`src/rtl/router_pkg.sv`:
```
// Shared types and constants for the router packet generator.
// Holds widths, FSM state encoding and port address values.
package router_pkg;

  localparam int DW     = 3;
  localparam int MAXLEN = 7;
  localparam int CW     = 3;

  typedef enum logic [2:0] {
    IDLE,
    LOAD,
    HDR,
    LENW,
    PAYLOAD,
    PARITY
  } state_t;

  localparam logic [1:0] ADDR_P0  = 2'd0;
  localparam logic [1:0] ADDR_P1  = 2'd1;
  localparam logic [1:0] ADDR_P2  = 2'd2;
  localparam logic [1:0] ADDR_INV = 2'd3;

endpackage

```
`src/rtl/router_pkt_buf.sv`:
```
// Payload register file: DEPTH x DW, sync write, async read.
// Ports: clock/resetn, wr_en/wr_addr/wr_data, rd_addr/rd_data.
module router_pkt_buf #(
  parameter int DW    = 3,
  parameter int DEPTH = 7,
  parameter int AW    = 3
) (
  input  logic          clock,
  input  logic          resetn,
  input  logic          wr_en,
  input  logic [AW-1:0] wr_addr,
  input  logic [DW-1:0] wr_data,
  input  logic [AW-1:0] rd_addr,
  output logic [DW-1:0] rd_data
);

  logic [DW-1:0] mem [DEPTH];

  always_ff @(posedge clock or negedge resetn) begin
    if (!resetn) begin
      for (int i = 0; i < DEPTH; i++) begin
        mem[i] <= '0;
      end
    end else if (wr_en && (32'(wr_addr) < DEPTH)) begin
      mem[wr_addr] <= wr_data;
    end
  end

  // Address DEPTH is reached one past the last word; read 0 there.
  assign rd_data = (32'(rd_addr) < DEPTH) ? mem[rd_addr] : '0;

endmodule

```
`src/rtl/router_pkt_gen.sv`:
```
// Builds header/length/payload/parity packets for the router.
// Ports: clock, resetn, start/dest/len, pl_* load, busy,
// data_in/pkt_valid stream, done, cfg_err pulses.
// Option: PKT_GEN_PARITY_CORRUPT_EN adds input corrupt.
module router_pkt_gen #(
  parameter int DW     = router_pkg::DW,
  parameter int MAXLEN = router_pkg::MAXLEN
) (
  input  logic          clock,
  input  logic          resetn,
  input  logic          start,
  input  logic [1:0]    dest,
  input  logic [2:0]    len,
  input  logic [DW-1:0] pl_data,
  input  logic          pl_valid,
  output logic          pl_ready,
  input  logic          busy,
  output logic [DW-1:0] data_in,
  output logic          pkt_valid,
  output logic          done,
  output logic          cfg_err
`ifdef PKT_GEN_PARITY_CORRUPT_EN
  ,
  input  logic          corrupt
`endif
);

  import router_pkg::*;

  state_t        state;
  logic [1:0]    dest_q;
  logic [2:0]    len_q;
  logic [2:0]    cnt;
  logic [DW-1:0] par;
  logic [DW-1:0] par_out;
  logic [DW-1:0] rd_data;
  logic          start_ok;
  logic          wr_en;
  logic          xfer;

  assign start_ok = (dest != ADDR_INV) &&
                    (len != 3'd0) &&
                    ({1'b0, len} <= 4'(MAXLEN));
  assign wr_en    = (state == LOAD) && pl_valid;
  assign xfer     = !busy;

`ifdef PKT_GEN_PARITY_CORRUPT_EN
  logic corrupt_q;

  always_ff @(posedge clock or negedge resetn) begin
    if (!resetn) begin
      corrupt_q <= 1'b0;
    end else if (state == IDLE && start) begin
      corrupt_q <= corrupt;
    end
  end

  // Error injection flips only bit0 of the parity word.
  assign par_out = par ^ DW'(corrupt_q);
`else
  assign par_out = par;
`endif

  router_pkt_buf #(
    .DW    (DW),
    .DEPTH (MAXLEN),
    .AW    (CW)
  ) u_buf (
    .clock   (clock),
    .resetn  (resetn),
    .wr_en   (wr_en),
    .wr_addr (cnt),
    .wr_data (pl_data),
    .rd_addr (cnt),
    .rd_data (rd_data)
  );

  always_ff @(posedge clock or negedge resetn) begin
    if (!resetn) begin
      state     <= IDLE;
      dest_q    <= '0;
      len_q     <= '0;
      cnt       <= '0;
      par       <= '0;
      data_in   <= '0;
      pkt_valid <= 1'b0;
      pl_ready  <= 1'b0;
      done      <= 1'b0;
      cfg_err   <= 1'b0;
    end else begin
      done    <= 1'b0;
      cfg_err <= 1'b0;
      unique case (state)
        IDLE: begin
          if (start) begin
            if (start_ok) begin
              state    <= LOAD;
              pl_ready <= 1'b1;
              dest_q   <= dest;
              len_q    <= len;
              cnt      <= '0;
              // Seed parity with header and length words.
              par      <= DW'(dest) ^ DW'(len);
            end else begin
              cfg_err <= 1'b1;
            end
          end
        end
        LOAD: begin
          if (pl_valid) begin
            par <= par ^ pl_data;
            if (cnt == len_q - 3'd1) begin
              state     <= HDR;
              pl_ready  <= 1'b0;
              cnt       <= '0;
              data_in   <= DW'(dest_q);
              pkt_valid <= 1'b1;
            end else begin
              cnt <= cnt + 3'd1;
            end
          end
        end
        HDR: begin
          if (xfer) begin
            state   <= LENW;
            data_in <= DW'(len_q);
          end
        end
        LENW: begin
          if (xfer) begin
            state   <= PAYLOAD;
            data_in <= rd_data;
            cnt     <= cnt + 3'd1;
          end
        end
        PAYLOAD: begin
          if (xfer) begin
            // cnt counts payload words already presented.
            if (cnt == len_q) begin
              state     <= PARITY;
              data_in   <= par_out;
              pkt_valid <= 1'b0;
            end else begin
              data_in <= rd_data;
              cnt     <= cnt + 3'd1;
            end
          end
        end
        PARITY: begin
          if (xfer) begin
            state   <= IDLE;
            data_in <= '0;
            done    <= 1'b1;
            cnt     <= '0;
            par     <= '0;
          end
        end
        default: begin
          state <= IDLE;
        end
      endcase
    end
  end

endmodule

```
`config.mk`:
```
export PLATFORM = sky130hd
export DESIGN_NAME = router_pkt_gen
export DESIGN_NICKNAME = d
export VERILOG_FILES = /design/src/rtl/router_pkg.sv /design/src/rtl/router_pkt_buf.sv /design/src/rtl/router_pkt_gen.sv
export SDC_FILE = /design/constraint.sdc
export NUM_CORES = 1
export LEC_CHECK = 0
export BUFFER_PORTS_ARGS = -buffer_cell sky130_fd_sc_hd__buf_2
export CAP_MARGIN = 20
export CELL_PAD_IN_SITES_DETAIL_PLACEMENT = 1
export CELL_PAD_IN_SITES_GLOBAL_PLACEMENT = 2
export CORE_UTILIZATION = 40
export DETAILED_ROUTE_END_ITERATION = 7
export PLACE_DENSITY_LB_ADDON = 0.08
export SETUP_SLACK_MARGIN = 0.05
export SYNTH_ARGS = -nofsm -noshare
export SYNTH_HDL_FRONTEND = slang
export SYNTH_SLANG_ARGS = --single-unit
```
`constraint.sdc`:
```
create_clock -name clock -period 2.6 [get_ports clock]
set_clock_uncertainty 0.1 [all_clocks]
set_input_delay 0.26 -clock clock [delete_from_list [all_inputs] [get_ports clock]]
set_output_delay 0.26 -clock clock [all_outputs]
set_load 0.005 [all_outputs]
```
==> impl_metrics.yaml <==
sta:
  finalWorstSetupSlack_ps: 285
  worst_slew_pin_slew_ps: 946
  rsz0062_at_grt: "no"
  relSlewSlack_pct: 36.9
  whs_ps: -6.06
  min_period_over_period_pct: 89.0
  drv_slew: 0
  hold_viol: 2
  max_freq_ghz: 0.432
  final.min_clock_period_ps: 2310
  setup_viol: 0
  setup_tns_ps: 0
layout:
  antenna_cells: 0
  fin_area_mm2: 0.00272
  num-fill-cells: 680
  area_growth_pct: 11.0
  fin_nets: 256
  drive_gt1_share_pct: 31.1
power:
  sequentialPowerShare_pct: 35.9
  p_switching_mw: 1.39
  power_frac_comb_pct: 48.2
  power.leakage_nw: 1.19
  clkPwrFrac_pct: 15.9
  p_per_area_mw_per_mm2: 1240
  p_int_mw: 1.98
  switching_share_pct: 41.1
  ir_drop_mv: 0.411
route:
  post-route-drc-count: 0
  wl_per_cell_um: 19.6
  vias_per_cell: 5.71
  first_pass_iters: 4
  vias: 1804
  drt_wl_total_mm: 6.20
  antenna_left: 0
  dr.first_iter.drc_count: 48
synthesis:
  async_flop_share_pct: 100
  synth_edf_count: 0
  post_synth.cell_area_avg_um2: 11.0
  synth_nets: 237
  syn-cell-area_mm2: 0.00245
  ys_types: 54
  yosysSeqAreaShare_pct: 42.9
  netlist_instances: 222
  yosysWarnings: 0
  ys_ff_latch: 42
  synth-main-ff-cell: "dfrtp_1"
placed_design:
  postPlaceCellArea_mm2: 0.00261
  hpwl_mm: 4.69
  gp_congestion: 0.806
  pre_cts_ws_ps: 307
  io_buffers: 19
clocking:
  clkTransAtPathRegs_ps: 80
  post_cts_buffers: 0
  cts.sinks: 42
  clockBufferDepth: 2
  post_cts_resized: 0
  tritoncts: "yes"
  numCtsBuffers: 5
  holdBufCountCts: 0
  clock_latency_ps: 290
  ctsHtreeMaxLevel: 2
  cts_root_buf: "clkbuf_8"
floorplan:
  core.rowCount: 28
  dieWidth_um: 80.3
  ioPinCount: 20
  start_util_pct: 41.4
  die_y_um: 80.3
  core_mm2: 0.00592
  dieArea_mm2: 0.00644
grt:
  antenna_found_initial: 0
  grt_pass1_wl_mm: 10.4
  track_usage_pct: 21.8
  grt_max_degree: 43
  grt.overflow.total: 0
  grt_pass1_vias: 1935
outcome:
  status: "finished with violations"
  violations: "hold timing"
run:
  maxCapViolCount: 0
setup_path:
  crit_type: "flop to flop"
  cpLargestDelayFamily: "compound AO/OA/AOI/OAI gates"
  crit_chain: "or2_2, a211oi_1, o311ai_1, or2_1, o21ai_0"
  critical_path.max_fanout: 17
  crit_path_top_delay_cell: "dfrtp_1"
  crit_required_ps: 2660
  cp_data_arrival_time_ps: 2370
  setup.worst_path.end_class: "flop"
  slowest_delay_ps: 720
  critPathLaunchType: "flop"
  crit_buf_inv: 0
worst_hold_path:
  hold_path.class: "input pin to asynchronous set/reset pin"
stage by stage:
| step | total power [mW] | instances | hold WS [ps] | util (%) |
|---|---|---|---|---|
| 2_1_floorplan | 2.38 | 222 | -136 | - |
| 3_3_place_gp | 2.79 | 309 | 345 | 44.0 |
| 3_5_place_dp | 2.85 | 309 | 366 | 44.0 |
| 4_1_cts | 3.40 | 316 | 49.6 | 45.9 |
| 5_1_grt | 3.63 | 316 | 69.4 | 45.9 |
| 6_report | 3.37 | 316 | -6.06 | 45.9 |
Yosys cell counts, types with 3 or more instances:
cell type / n / share of area, %
nor3_1: 3 / 0.61
nor2_1: 15 / 2.3
mux2i_1: 4 / 1.6
o21ai_0: 18 / 3.7
nand3b_1: 4 / 1.2
mux4_2: 3 / 2.8
a32oi_1: 3 / 1.1
xnor2_1: 4 / 1.4
nand2_1: 17 / 2.6
nand2b_1: 7 / 1.8
mux2_2: 29 / 13
o31ai_1: 3 / 0.92
buf_2: 5 / 1.0
a21oi_1: 5 / 1.0
inv_1: 10 / 1.5
clkbuf_1: 3 / 0.46
dfrtp_1: 42 / 43
worst register-to-register path, cell delays in order (launching register included):
cell,delay (ps)
dfrtp_1,720
or2_2,280
a211oi_1,60
o311ai_1,670
or2_1,240
o21ai_0,110
power groups by stage:
stage          registers [mW]  logic (mW)  clock network (mW)
2_1_floorplan            1.06        1.32                   0
3_3_place_gp             1.21        1.59                   0
3_5_place_dp             1.22        1.63                   0
4_1_cts                  1.21        1.64               0.545
5_1_grt                  1.26        1.80               0.572
6_report                 1.21        1.62               0.535
cells in the final DEF (no fill, tap or decap), types with 2 or more instances in the layout:
cell,count
o21ai_0,18
mux2_2,29
nor4b_4,2
buf_2,19
buf_4,4
o31ai_1,3
a21oi_1,5
mux2i_1,4
or2_2,2
or3_1,2
nor3_1,3
mux4_2,3
xor2_1,2
nor2_1,15
ha_1,2
xnor2_1,4
nand3b_1,4
a32oi_1,3
a211oi_1,2
nand2b_1,7
a221oi_1,2
inv_1,10
o311ai_1,2
nand2_1,17
clkbuf_8,6
dfrtp_1,42
nand4_1,2
registers in the layout (all words and copies together) (netlist names):
register   count
data_in        3
cfg_err        1
done           1
cnt            3
len_q          3
pl_ready       1
dest_q         2
par            3
u_buf.mem     21
pkt_valid      1
state          3
layout make-up:
type | instances | area (um^2) | share of cell area [%]
Inverter | 10 | 37.5 | 1.38
Sequential cell | 42 | 1050 | 38.6
Multi-Input combinational cell | 159 | 1300 | 47.8
Timing Repair Buffer | 23 | 125 | 4.60
Tap cell | 75 | 93.8 | 3.45
Clock inverter | 1 | 30.0 | 1.10
Clock buffer | 6 | 82.6 | 3.04
logic make-up (layout without fill, tap and decap cells):
logic type / count (synthesis) / in the layout / synth area share (%)
AOI/OAI and AO/OA: 47 / 47 / 13.9
xor gates and xnor gates: 8 / 8 / 3.78
adders and majority gates: 2 / 2 / 1.02
buffers and inverters: 21 / 40 / 4.08
DFF: 42 / 42 / 42.9
muxes: 36 / 36 / 17.7
and+or+nand+nor: 66 / 66 / 16.6
final timing paths:
kind / startpoint / end / slack (ps) / depth (start not counted)
setup / recovery: state[2] / cnt[0] / 290 / 5
hold / removal: resetn / state[1] / -6 / 1
setup reg to reg: state[2] / cnt[0] / 290 / 5
hold reg to reg: data_in[2] / data_in[2] / 390 / 2
max in group asynchronous: resetn / par[0] / 1810 / 1
min in group clock: len[2] / len_q[2] / 130 / 2
routing by layer:
metal,part of all wire [%],track usage (%),wire [um],vias up
met5,0,0,0,-
met1,45,28.5,2800,911
li1,-,-,-,845
met4,2.5,7.86,156,0
met2,49,36.2,3060,36
met3,3.0,3.52,188,12
Note: power is estimated with default switching activity, not from simulation.
